===== config.mk =====
export PLATFORM = sky130hd
export DESIGN_NAME = ex_mem_buffer
export DESIGN_NICKNAME = d
export VERILOG_FILES = /design/src/rtl/ex_mem_buffer.sv
export SDC_FILE = /design/constraint.sdc
export NUM_CORES = 1
export LEC_CHECK = 0
export ABC_AREA = 1
export CAP_MARGIN = 5
export CELL_PAD_IN_SITES_DETAIL_PLACEMENT = 1
export CELL_PAD_IN_SITES_GLOBAL_PLACEMENT = 2
export CORE_MARGIN = 4
export CORE_UTILIZATION = 31
export CTS_CLUSTER_DIAMETER = 120
export DETAILED_ROUTE_END_ITERATION = 10
export PLACE_DENSITY = 0.89
export SYNTH_ARGS = -nofsm -noshare
export SYNTH_HDL_FRONTEND = slang
export SYNTH_SLANG_ARGS = --single-unit
export TNS_END_PERCENT = 50

===== constraint.sdc =====
create_clock -name clk_i -period 25.7 [get_ports clk_i]
set_input_delay 5.14 -clock clk_i [delete_from_list [all_inputs] [get_ports clk_i]]
set_output_delay 5.14 -clock clk_i [all_outputs]
set_load 0.02 [all_outputs]

===== src/rtl/ex_mem_buffer.sv =====
// rtl/ex_mem_buffer.sv - two-entry elastic buffer between execute and memory stages
//
// Captures each accepted ALU result with its destination and memory-op fields
// and presents the oldest entry to the memory stage over valid/ready.
// in_ready_o comes straight from a flop, so a memory-stage stall never reaches
// execute timing combinationally. Two combinational lookup ports let
// decode/issue bypass results that are still held here.
//
// Ports:
//   clk_i, rst_i                 clock, synchronous active-high reset
//   in_valid_i / in_ready_o      execute-side handshake
//   in_res_i .. in_store_data_i  entry fields captured on push
//   flush_i                      drops the contents and this cycle's input
//   out_valid_o / out_ready_i    memory-side handshake for the head entry
//   out_res_o .. out_store_data_o head entry fields
//   fwd_rs*_i / fwd_rs*_hit_o / fwd_rs*_data_o  forwarding lookups

module ex_mem_buffer #(
    parameter int XLEN  = 64,
    parameter int DEPTH = 2
) (
    input  logic            clk_i,
    input  logic            rst_i,
    input  logic            in_valid_i,
    output logic            in_ready_o,
    input  logic [XLEN-1:0] in_res_i,
    input  logic [4:0]      in_rd_i,
    input  logic            in_rd_we_i,
    input  logic [1:0]      in_mem_op_i,
    input  logic [1:0]      in_mem_size_i,
    input  logic [XLEN-1:0] in_store_data_i,
    input  logic            flush_i,
    output logic            out_valid_o,
    input  logic            out_ready_i,
    output logic [XLEN-1:0] out_res_o,
    output logic [4:0]      out_rd_o,
    output logic            out_rd_we_o,
    output logic [1:0]      out_mem_op_o,
    output logic [1:0]      out_mem_size_o,
    output logic [XLEN-1:0] out_store_data_o,
    input  logic [4:0]      fwd_rs1_i,
    input  logic [4:0]      fwd_rs2_i,
    output logic            fwd_rs1_hit_o,
    output logic            fwd_rs2_hit_o,
    output logic [XLEN-1:0] fwd_rs1_data_o,
    output logic [XLEN-1:0] fwd_rs2_data_o
);

    localparam logic [1:0] MEM_OP_LOAD = 2'b01;

    // Entry payload; deliberately not reset.
    logic [XLEN-1:0] res_q        [DEPTH];
    logic [4:0]      rd_q         [DEPTH];
    logic            rd_we_q      [DEPTH];
    logic [1:0]      mem_op_q     [DEPTH];
    logic [1:0]      mem_size_q   [DEPTH];
    logic [XLEN-1:0] store_data_q [DEPTH];

    logic       head_q;
    logic       tail_q;
    logic [1:0] count_q;
    logic [1:0] count_next;
    logic       ready_q;

    logic push;
    logic pop;

    assign in_ready_o  = ready_q;
    assign push        = in_valid_i & ready_q & ~flush_i;
    assign out_valid_o = (count_q != 2'd0) & ~flush_i;
    assign pop         = out_valid_o & out_ready_i;
    assign count_next  = count_q + {1'b0, push} - {1'b0, pop};

    always_ff @(posedge clk_i) begin
        if (rst_i) begin
            count_q <= 2'd0;
            head_q  <= 1'b0;
            tail_q  <= 1'b0;
            ready_q <= 1'b1;
        end else if (flush_i) begin
            count_q <= 2'd0;
            head_q  <= 1'b0;
            tail_q  <= 1'b0;
            ready_q <= 1'b1;
        end else begin
            count_q <= count_next;
            // Ready is recomputed from the next count so a pop at full only
            // reopens the input on the following cycle.
            ready_q <= (count_next != 2'd2);
            if (push) begin
                tail_q <= ~tail_q;
            end
            if (pop) begin
                head_q <= ~head_q;
            end
        end
    end

    always_ff @(posedge clk_i) begin
        if (!rst_i && push) begin
            res_q[tail_q]        <= in_res_i;
            rd_q[tail_q]         <= in_rd_i;
            rd_we_q[tail_q]      <= in_rd_we_i;
            mem_op_q[tail_q]     <= in_mem_op_i;
            mem_size_q[tail_q]   <= in_mem_size_i;
            store_data_q[tail_q] <= in_store_data_i;
        end
    end

    assign out_res_o        = res_q[head_q];
    assign out_rd_o         = rd_q[head_q];
    assign out_rd_we_o      = rd_we_q[head_q];
    assign out_mem_op_o     = mem_op_q[head_q];
    assign out_mem_size_o   = mem_size_q[head_q];
    assign out_store_data_o = store_data_q[head_q];

    // The youngest entry always sits just behind the tail. The other slot
    // (at tail) is occupied only when the buffer is full, and is then older.
    logic young_idx;
    logic old_idx;
    logic young_occ;
    logic old_occ;

    assign young_idx = ~tail_q;
    assign old_idx   = tail_q;
    assign young_occ = (count_q != 2'd0);
    assign old_occ   = (count_q == 2'd2);

    logic [4:0]      fwd_rs   [2];
    logic            fwd_hit  [2];
    logic [XLEN-1:0] fwd_data [2];

    assign fwd_rs[0] = fwd_rs1_i;
    assign fwd_rs[1] = fwd_rs2_i;

    // The youngest matching writer decides. If it is a load, the value is not
    // available yet, so report no hit rather than forwarding an older, stale
    // result; load-use stalls are handled elsewhere.
    always_comb begin
        for (int p = 0; p < 2; p++) begin
            fwd_hit[p]  = 1'b0;
            fwd_data[p] = '0;
            if (!flush_i && fwd_rs[p] != 5'd0) begin
                if (young_occ && rd_we_q[young_idx] && rd_q[young_idx] == fwd_rs[p]) begin
                    if (mem_op_q[young_idx] != MEM_OP_LOAD) begin
                        fwd_hit[p]  = 1'b1;
                        fwd_data[p] = res_q[young_idx];
                    end
                end else if (old_occ && rd_we_q[old_idx] && rd_q[old_idx] == fwd_rs[p]) begin
                    if (mem_op_q[old_idx] != MEM_OP_LOAD) begin
                        fwd_hit[p]  = 1'b1;
                        fwd_data[p] = res_q[old_idx];
                    end
                end
            end
        end
    end

    assign fwd_rs1_hit_o  = fwd_hit[0];
    assign fwd_rs2_hit_o  = fwd_hit[1];
    assign fwd_rs1_data_o = fwd_data[0];
    assign fwd_rs2_data_o = fwd_data[1];

endmodule


# Word-level counts from Yosys, hierarchy flattened
# Memories as Yosys holds them, arrays and structs flattened. A register that Yosys moved wholly into a read port is not among the register bits.
# Index checks and enable logic that the tools add are counted.
# totals
register_bits	5
wordCells	80
memories	6
in_bits	153
mem_bits_rw	276
# mem_list
memory	words	word_bits	rd	rd_clocked_by_memory_dff	write_ports	line_no	rtl
res_q	2	64	3	2	1	52	logic [XLEN-1:0] res_q [DEPTH];
store_data_q	2	64	1	1	1	57	logic [XLEN-1:0] store_data_q [DEPTH];
rd_q	2	5	3	2	1	53	logic [4:0] rd_q [DEPTH];
mem_op_q	2	2	3	2	1	55	logic [1:0] mem_op_q [DEPTH];
mem_size_q	2	2	1	1	1	56	logic [1:0] mem_size_q [DEPTH];
rd_we_q	2	1	3	2	1	54	logic rd_we_q [DEPTH];
# op_classes
reduce_logical	15
n_eq_ne	8
muxes	38
bitwise	7
add_sub_neg	2
# op_table
cell	count
$mux W64	8
$mux W1	30
$eq A5 B5 Y1	4
$reduce_bool A5 Y1	2
$logic_and A1 B1 Y1	9
$and A1 B1 Y1	4
$ne A2 B1 Y1 const B	2
$not A1 Y1	3
$add A2 B1 Y2	1
$eq A2 B2 Y1 const B	1
$logic_not A1 Y1	2
$ne A2 B2 Y1 const B	1
$reduce_bool A2 Y1	1
$reduce_or A2 Y1	1
$sub A2 B1 Y2	1

# Depth between registers and ports, before layout
# Gate-level depths: netlist (run 1).
# depth
depth_word	6
ltp_mapped	13
ltp_nobuf	11

# Worst setup path before layout (run 1)
# Ideal clock, no wire load.
# synth_timing
path_kind	input-to-reg
from	in in_valid_i
to	mem mem_op_q[0][0] (enable)
setup_time_ns	0.804
slack_ns	10.223
n_path_buf	0
required_time_ns	24.896
t_arrival_ns	14.673
path_stages	2
path_cell_list	nand2_1 > nor3_1
# synth_via
elab_chain_len	5
# synth_rtl
element	line_no	rtl
start, declared	24	input logic in_valid_i,
$and A1 B1 Y1 (2 in a row)	69	assign push = in_valid_i & ready_q & ~flush_i;
$logic_and A1 B1 Y1	100	if (!rst_i && push) begin
$mux W1	100	
$mux W1 (implied by the code)	104	mem_op_q[tail_q] <= in_mem_op_i;
end, declared	55	
# Every way passes these cells.

# Worst setup path in the final report (run 1)
# layout_timing
from	in fwd_rs2_i[4]
to	out fwd_rs2_data_o[43]
# layout_via
elab_chain_len	5
# layout_rtl
element	line_no	rtl
start, declared	42	input logic [4:0] fwd_rs2_i,
$eq A5 B5 Y1	149	end else if (old_occ && rd_we_q[old_idx] && rd_q[old_idx] == fwd_rs[p]) begin
$logic_and A1 B1 Y1	149	
$mux W64	149	
$mux W64	144	if (young_occ && rd_we_q[young_idx] && rd_q[young_idx] == fwd_rs[p]) begin
$mux W64 (*)	143	if (!flush_i && fwd_rs[p] != 5'd0) begin
end, declared	46	output logic [XLEN-1:0] fwd_rs2_data_o
# Mark *: on every way between the ends. The rest lies on a longest branch, timed or not.

==> metrics.txt, run 1 <==
outcome=completed; Worst Path Max Fanout=35; Place WS=12.08 ns; crit path kind=primary input to primary output; Core ar.=roughly 53000 sq um; Synth Warn #=0; Hold Vio Cnt, Final=0; Max Root-Sink Buffers=3; largest cells by area after synthesis=edfxtp_1 (50%), nand2_1 (10%), nor2_1 (9.1%), nand4_1 (7.4%), inv_1 (5.1%); initial antenna violation count=5; Port Buffer Count=422; flops & latches, synth=283; vias in the first global route=16900; final count of negative-setup-slack endpoints=0; CP required=a little over 20 ns; Worst VDD drop=~54 uV; starting density of the core=31.6%; CTS Root Buffer Type=clkbuf_16; max incr delay on CP=0.67 ns; Net Sw Power=just over 0.3 mW; via/cell ratio=between 5 and 6; Clk network pwr share=40.6%; RSZ-0062 raised after global routing=no; Synth cell types=25; first-pass GRT wire length=roughly 100000 um; routed wire length=70000 um; switching portion of total power=26.9%; cts bufs inserted=34; Synth area leader=edfxtp_1; CP arrival=8.44 ns; Seq/Total Area, Yosys=50.3%; max_cap viols=0; syn nets=2230; Slowest-stage cell, CP=nor2_4; die height=240 um; worst-skew pair later-pin latency=0.55 ns; slew at the pin closest to its max-slew limit=between 1 and 1.5 ns; final net count=2543; WL per Instance=22.6 um; Flop pwr share=a little under half; CP cell instances=clkdlybuf4s50_1 > inv_1 > nand3_1 > nand2_1 > nor2_4 > nand2_1 > nor2_4 > buf_4 > nor2_1 > nor2_1 > clkdlybuf4s50_1; Cell Pwr Density=50.7 nW/um^2; post_cts resized=0; CP Capture Type=primary output; total global routing overflow=0; # rows=84; DRC Markers=0; HPWL Detailed=44600 um; DRT iter0 DRCs=between 1000 and 1500; setup tns final=0 ns; largest net degree at the start of global routing=100; 1st-pass router iterations=5; combinational cell fraction of total power=between 10% and 20%; CTS tree=yes; post-synth top area share=49.5%; area delta synth->final=33.3%; instance count of the mapped netlist=2075; Routed Antenna Nets=0; Final min period=13.58 ns; Final Cycle Share=52.8%; Worst Hold Class=flip-flop to flip-flop; Max Clock Skew=approximately 0.026 ns; Hold-fix buffers, CTS=0; Layout fillers=6212; layout cell share with drive strength beyond 1=6.76%; I/O pins=423; Mapped Avg Cell Area=8.07 sq um; Achievable Freq=around 0.074 GHz; # clock sinks=283; Final GP Congestion=0.788; crit start category=primary input; Post-CTS Setup Inserts=0; leakage power total=8.64 nW; fin. max-slew vios=0; CTS clk-pin slew, worst paths=around 0.050 ns; internal reg-to-reg setup slack=22.78 ns; # H-tree levels=2; DR vias=16200; GRT Util Overall=23.5%; die area=57800 sq um; Relative slew margins=19.8%; Internal=0.826 mW; Post-Syn Area=16700 sq um; setup slack after layout=12.12 ns; die extent in x=240 um
==> registers in the layout (all words and copies together) (netlist names), named ones only <==
register,cells
mem_size_q,4
res_q,128
in_ready_o,1
old_idx,1
rd_q,10
store_data_q,128
head_q,1
rd_we_q,2
mem_op_q,4
count_q,2
==> power by group through the flow <==
stage,Clock [mW],Sequential [mW],Combinational [mW]
finish,0.459,0.522,0.150
global route,0.491,0.522,0.161
CTS,0.473,0.522,0.150
detailed placement,0,0.531,0.148
global placement,0,0.531,0.145
floorplan,0,0.531,0.0766
==> cells in the final DEF, fill, tap and decap left out, types with 34 or more instances in the layout <==
cell type / count
a21oi_1: 70
clkbuf_16: 34
clkdlybuf4s50_1: 422
edfxtp_1: 276
inv_1: 225
mux2_2: 67
nand2_1: 468
nand4_1: 197
nor2_1: 401
o21ai_0: 129
==> Yosys cell counts (all sizes together) <==
library cell / instances
nand2: 471
nor2: 410
edfxtp: 276
inv: 230
nand4: 197
o21ai: 139
buf: 120
a21oi: 72
mux2: 67
clkbuf: 47
nand3: 32
dfxtp: 7
ha: 2
nor3: 2
or2: 1
xnor2: 1
xor2: 1
==> stage by stage <==
| step | hold WS [ns] | instance area [sq um] | util [%] | power [mW] | std cells |
|---|---|---|---|---|---|
| floorplan | 0.472 | 16700 | - | 0.608 | 2075 |
| global placement | 0.488 | 21300 | 40.2 | 0.676 | 3040 |
| detailed placement | 0.503 | 21300 | 40.2 | 0.680 | 3040 |
| CTS | 0.522 | 22300 | 42.1 | 1.14 | 3099 |
| global route | 0.532 | 22300 | 42.1 | 1.17 | 3100 |
| finish | 0.518 | 22300 | 42.1 | 1.13 | 3100 |
==> critical path, delay by kind of cell <==
family / cells / cell delay (ns)
simple gates: 7 / 1.40
buf+inv: 4 / 1.83
==> per-layer routing <==
layer	share of wire, %	global-route usage [%]	up-vias
met1	41	30.2	7989
met3	7.7	5.65	95
met5	0.040	0	-
li1	-	-	7490
met4	1.6	4.55	6
met2	49	40.6	582
==> final timing paths <==
check	start	to	cells past startpoint
setup reg to reg	old_idx	res_q[1][19]	3
hold / removal	head_q	head_q	2
hold reg to reg	head_q	head_q	2
setup / recovery	fwd_rs2_i[4]	fwd_rs2_data_o[43]	11
==> logic make-up (layout without fill, tap and decap cells) <==
| group | after synthesis | count (layout) | synth area share (%) |
|---|---|---|---|
| and+or+nand+nor | 1113 | 1113 | 28.3 |
| buffers and inverters | 397 | 733 | 10.3 |
| DFF | 283 | 283 | 50.3 |
| AOI/OAI and AO/OA | 211 | 211 | 6.35 |
| muxes | 67 | 67 | 4.51 |
| adders and majority gates | 2 | 2 | 0.149 |
| xor gates and xnor gates | 2 | 2 | 0.105 |
| other | 0 | 1 | 0 |
==> cell type report <==
cell class | instances | area, sq um | area share (%)
flip-flops and latches | 283 | 8440 | 37.8
multi-input cells | 1395 | 6720 | 30.1
repair buffers | 444 | 4390 | 19.7
clock buffers | 40 | 873 | 3.91
inverters | 230 | 866 | 3.88
well taps | 688 | 861 | 3.86
clock inverters | 19 | 168 | 0.751
diodes | 1 | 2.50 | 0.0112
(Power assumes the default switching activity.)
==> inputs of run 2 (changes only) <==
- CORE_UTILIZATION: 31 -> 26
- PLACE_DENSITY: 0.89 -> 0.8
- clock period: 25.7 -> 12.32 ns (I/O delays scaled with it)
==> run 2 against run 1 <==
Compared with the run above: core utilization is 6.5 points lower; clock power increased by 120%; first-iteration DRC count is 12% lower; die area grew 19%; wire length shrank 0.19%; critical path depth grew 1; sequential cell count did not move; worst hold slack improved by 0.0033 ns; largest cell class unchanged.
==> metrics.txt, run 2 (synthesis gave the netlist of run 1 again) <==
Final min period=8.85 ns; post-layout instance area=22600 sq um (+1.3%); worst-skew pair later-pin latency=0.54 ns (about the same); outcome=completed; crit start category=primary input; DRC Markers=0 (unchanged); 1st-pass router iterations=5 (unchanged); Critical Path Source=fwd_rs2_i[4]; CP Capture Type=primary output; DR vias=15900 (-1.4%); die extent in x=262 um (+8.9%); Max Clock Skew=0.0181 ns (-0.00761 ns); Max Root-Sink Buffers=3 (unchanged); Core ar.=63400 sq um (+20%); total global routing overflow=0 (unchanged); Worst VDD drop=158 uV (+190%); WL per Instance=21.4 um (-5.4%); fin. max-slew vios=0 (unchanged); setup tns final=0 ns (unchanged); die height=262 um (+8.9%); Hold-fix buffers, CTS=0 (unchanged); I/O pins=423 (unchanged); Post-CTS Setup Inserts=0 (unchanged); # H-tree levels=2 (unchanged); post_cts resized=0 (unchanged); Final Cycle Share=around 70%; Relative slew margins=22.2% (+2.4 points); first-pass GRT wire length=102000 um (-2.5%); via/cell ratio=4.87 (-6.6%); crit path kind=primary input to primary output; HPWL Detailed=46600 um (+4.6%); Worst Hold Class=flip-flop to flip-flop; CP required=9.86 ns (-10.70 ns); # rows=92 (+9.5%); slew at the pin closest to its max-slew limit=1.16 ns (-0.0387 ns); Worst Path Max Fanout=66 (+89%); final net count=2546 (+0.12%); multi-input logic area=6720 sq um (unchanged); largest net degree at the start of global routing=83 (-17%); Cell Pwr Density=107 nW/um^2 (+110%); initial antenna violation count=12 (+7); RSZ-0062 raised after global routing=no; die area=68500 sq um (+19%); WHS=0.522 ns (+0.00327 ns); CP arrival=6.39 ns (-2.05 ns); # clock sinks=283 (unchanged); vias in the first global route=16700 (-0.94%); starting density of the core=26.4% (-5.2 points); internal reg-to-reg setup slack=8.85 ns (-13.93 ns); leakage power total=8.69 nW (+0.56%); Port Buffer Count=422 (unchanged); Final GP Congestion=0.826 (+4.8%); Hold Path Origin=head_q; routed wire length=69800 um (-0.19%); DP Area=21500 sq um (+1.0%); CTS tree=yes; Pwr Total=2.41 mW (+110%); commonest non-fill, non-tap cell in the layout=nand2_1; final count of negative-setup-slack endpoints=0 (unchanged); GRT Util Overall=19.5% (-4.0 points); CTS clk-pin slew, worst paths=0.06 ns (about the same); cts bufs inserted=35 (+2.9%); Layout fillers=7432 (+20%); reg2reg start=old_idx; Achievable Freq=0.113 GHz; commonest non-fill, non-tap cells in the layout=nand2_1 (468), clkdlybuf4s50_1 (422), nor2_1 (401); max_cap viols=0 (unchanged); Largest regs=res_q (128), store_data_q (128), rd_q (10); Routed Antenna Nets=0 (unchanged); Seq. cell area=8440 sq um (unchanged); Hold Vio Cnt, Final=0 (unchanged); layout cell share with drive strength beyond 1=7.00% (+0.23 points); area delta synth->final=35.0%; DRT iter0 DRCs=905 (-12%); CTS Root Buffer Type=clkbuf_16
run 2: worst paths after layout:
path	to	cells after the start
hold / removal	head_q	2
setup / recovery	fwd_rs2_data_o[51]	12
setup reg to reg	store_data_q[1][38]	4
hold reg to reg	head_q	2
run 2: routing by layer:
| layer | wire [um] | track usage, % | up-vias | part of all wire (%) |
|---|---|---|---|---|
| met5 | 35 | 0 | - | 0.050 |
| met4 | 1610 | 5.96 | 6 | 2.3 |
| met3 | 4980 | 5.33 | 96 | 7.1 |
| met2 | 35200 | 34.4 | 466 | 50 |
| met1 | 28000 | 23.2 | 7830 | 40 |
| li1 | - | - | 7537 | - |
run 2: area by class of cell:
cell class,instances,area share (%)
timing repair buffer,446,19.5
inverter,230,3.83
clock inverter,18,0.720
antenna,9,0.0996
sequential,283,37.3
tap,846,4.68
multi-input combinational,1395,29.7
clock buffer,44,4.16
run 2: worst max-delay path, stage by stage:
cell and delay [ns]:
clkdlybuf4s50_1 0.53, inv_1 0.07, nand3_1 0.08, nand2_1 0.09, nor2_4 0.10, buf_4 0.59
nand2_1 0.20, nor2_4 0.72, buf_4 0.52, nor2_1 0.11, nor2_1 0.12, clkdlybuf4s50_1 0.62
run 2: through the flow:
step,setup WS (ns),instances,util (%)
after global placement,3.59,3200,33.9
final,3.47,3271,35.6
after global routing,3.21,3268,35.6
after CTS,3.49,3262,35.6
after floorplan,-0.481,2075,-
after detailed placement,3.50,3200,33.9
run 2: report_power, final:
| group | internal [mW] | switching [mW] |
|---|---|---|
| Combinational | 0.109 | 0.199 |
| Sequential | 1.08 | 0.0112 |
| Clock | 0.586 | 0.430 |
==> inputs of run 3 (changes only) <==
- clock period: 12.32 -> 7.9 ns (I/O delays scaled with it)
==> run 3 against run 2 <==
Compared with the run above: power grew 60%; wire length increased by 1.9%; highest routed layer unchanged; largest cell class unchanged; core utilization increased by 0.26 points; cell count about the same; clock-buffer cell count grew 2; sequential share of layout area shrank 0.27 points; non-clock buffer count rose by 2; clock skew down 0.0056 ns.
==> metrics.txt, run 3 (synthesis gave the netlist of run 1 again) <==
WHS=0.547 ns (+0.0255 ns); Clk network pwr share=43.5% (+1.4 points); die extent in x=262 um (unchanged); initial antenna violation count=7 (-5); DRC Markers=0 (unchanged); HPWL Detailed=46200 um (-0.90%); critical path's top delay family=buffers and inverters; CTS Root Buffer Type=clkbuf_16; CP arrival=5.22 ns (-1.17 ns); layout cell share with drive strength beyond 1=7.06% (+0.068 points); Final Cycle Share=86.1%; die height=262 um (unchanged); via/cell ratio=4.89 (+0.46%); Achievable Freq=about 0.15 GHz; combinational cell fraction of total power=12.7% (about the same); DR vias=16000 (+0.49%); Worst Hold Class=flip-flop to flip-flop; Routed Antenna Nets=0 (unchanged); setup slack after layout=1.10 ns (-2.37 ns); internal reg-to-reg setup slack=4.74 ns (-4.11 ns); Cell Pwr Density=170 nW/um^2 (+59%); Hold Vio Cnt, Final=0 (unchanged); largest net degree at the start of global routing=128 (+54%); Internal=2.86 mW (+61%); Critical Path Most Common Cell=nor2_1; crit path to=fwd_rs2_data_o[34]; routed wire length=71100 um (+1.9%); GRT Util Overall=20.0% (+0.54 points); CP required=6.32 ns (-3.54 ns); CP cell instances=inv_4 > buf_4 > nand2_1 > nand3_1 > nand2_1 > nor2_1 > nand3_4 > nor2_1 > nor2_1 > nor2_1 > clkdlybuf4s50_1; max_cap viols=0 (unchanged); Post-CTS Setup Inserts=0 (unchanged); crit path kind=flip-flop to primary output; Flop pwr share=43.8% (-1.3 points); Hold-fix buffers, CTS=0 (unchanged); vias in the first global route=17300 (+3.5%); final net count=2549 (+0.12%); max incr delay on CP=0.75 ns (+0.03 ns); commonest non-fill, non-tap cell in the layout=nand2_1; Port Buffer Count=422 (unchanged); Max Clock Skew=0.0125 ns (-0.00557 ns); reg2reg start=old_idx; final count of negative-setup-slack endpoints=0 (unchanged); leakage power total=8.75 nW (+0.72%); RSZ-0062 raised after global routing=no; Net Sw Power=1.01 mW (+58%); crit start category=flip-flop; Place WS=1.56 ns (-1.94 ns); Finished Core Util=35.9% (+0.26 points); # H-tree levels=2 (unchanged); total global routing overflow=0 (unchanged); Largest regs=res_q (128), store_data_q (128), rd_q (10); outcome=completed; Slowest-stage cell, CP=inv_4; worst path bufs/invs=3 (-2); CTS tree=yes; first-pass GRT wire length=105000 um (+3.0%); worst-skew pair later-pin latency=0.55 ns (about the same); # clock sinks=283 (unchanged); Worst Path Max Fanout=79 (+20%); area delta synth->final=36.0%; Max Root-Sink Buffers=3 (unchanged); Relative slew margins=16.1% (-6.1 points); CTS clk-pin slew, worst paths=0.06 ns (about the same); CP Depth=11 (-1); DRT iter0 DRCs=940 (+3.9%); commonest non-fill, non-tap cells in the layout=nand2_1 (468), clkdlybuf4s50_1 (422), nor2_1 (401); Worst VDD drop=176 uV (+12%); Final min period=6.80 ns; Core ar.=63400 sq um (unchanged); Final GP Congestion=0.830 (+0.50%); die area=68500 sq um (unchanged); cts bufs inserted=36 (+2.9%); 1st-pass router iterations=5 (unchanged); WL per Instance=21.7 um (+1.8%); # rows=92 (unchanged); starting density of the core=26.4% (unchanged); Register-to-Register Path Depth=4 (unchanged); post_cts resized=0 (unchanged); I/O pins=423 (unchanged); switching portion of total power=26.2% (-0.36 points); Worst R2R End=res_q[1][9]; slew at the pin closest to its max-slew limit=1.26 ns (+0.0922 ns); fin. max-slew vios=0 (unchanged); CP Capture Type=primary output
[run 3: per-layer routing]
layer  global-route usage, %  share of wire [%]  vias to the layer above
li1                        -                  -                     7534
met1                    23.8                 40                     7928
met2                    35.9                 51                      454
met3                    5.25                6.8                       93
met4                    5.41                2.1                        4
met5                       0              0.028                        -
[run 3: area by class of cell]
cell class / count / area [sq um]
Antenna cell: 5 / 12.5
Clock buffer: 46 / 960
Clock inverter: 19 / 241
Fill cell: 7378 / 40700
Inverter: 230 / 866
Multi-Input combinational cell: 1395 / 6720
Sequential cell: 283 / 8440
Tap cell: 846 / 1060
Timing Repair Buffer: 448 / 4480
[run 3: how the worst min path moves through the flow]
stage / startpoint / depth (start not counted) / slack, ns / endpoint
after floorplan: head_q / 2 / 0.47 / flip-flop
after global placement: head_q / 2 / 0.49 / head_q
after detailed placement: head_q / 2 / 0.50 / head_q
after CTS: count_q[1] / 2 / 0.55 / count_q[1]
after global routing: count_q[1] / 2 / 0.59 / count_q[1]
final: count_q[1] / 2 / 0.55 / count_q[1]
[run 3: power groups by stage]
stage	sequential [mW]	clock [mW]	combinational, mW
global placement	1.72	0	0.480
finish	1.69	1.68	0.490
global route	1.70	1.81	0.530
CTS	1.69	1.74	0.492
detailed placement	1.73	0	0.489
floorplan	1.73	0	0.249
[run 3: metrics by stage]
| step | TNS (ns) | instance area (sq um) | instances | power, mW |
|---|---|---|---|---|
| finish | 0 | 22800 | 3272 | 3.87 |
| global route | 0 | 22800 | 3270 | 4.03 |
| CTS | 0 | 22800 | 3267 | 3.92 |
| detailed placement | 0 | 21600 | 3202 | 2.22 |
| global placement | 0 | 21600 | 3202 | 2.20 |
| floorplan | -1108.75 | 16700 | 2075 | 1.98 |
[run 3: worst min-delay path: stages, from the launching register on]
cell     delay [ns]
dfxtp_1        0.34
nand2_1        0.07
a21oi_1        0.08
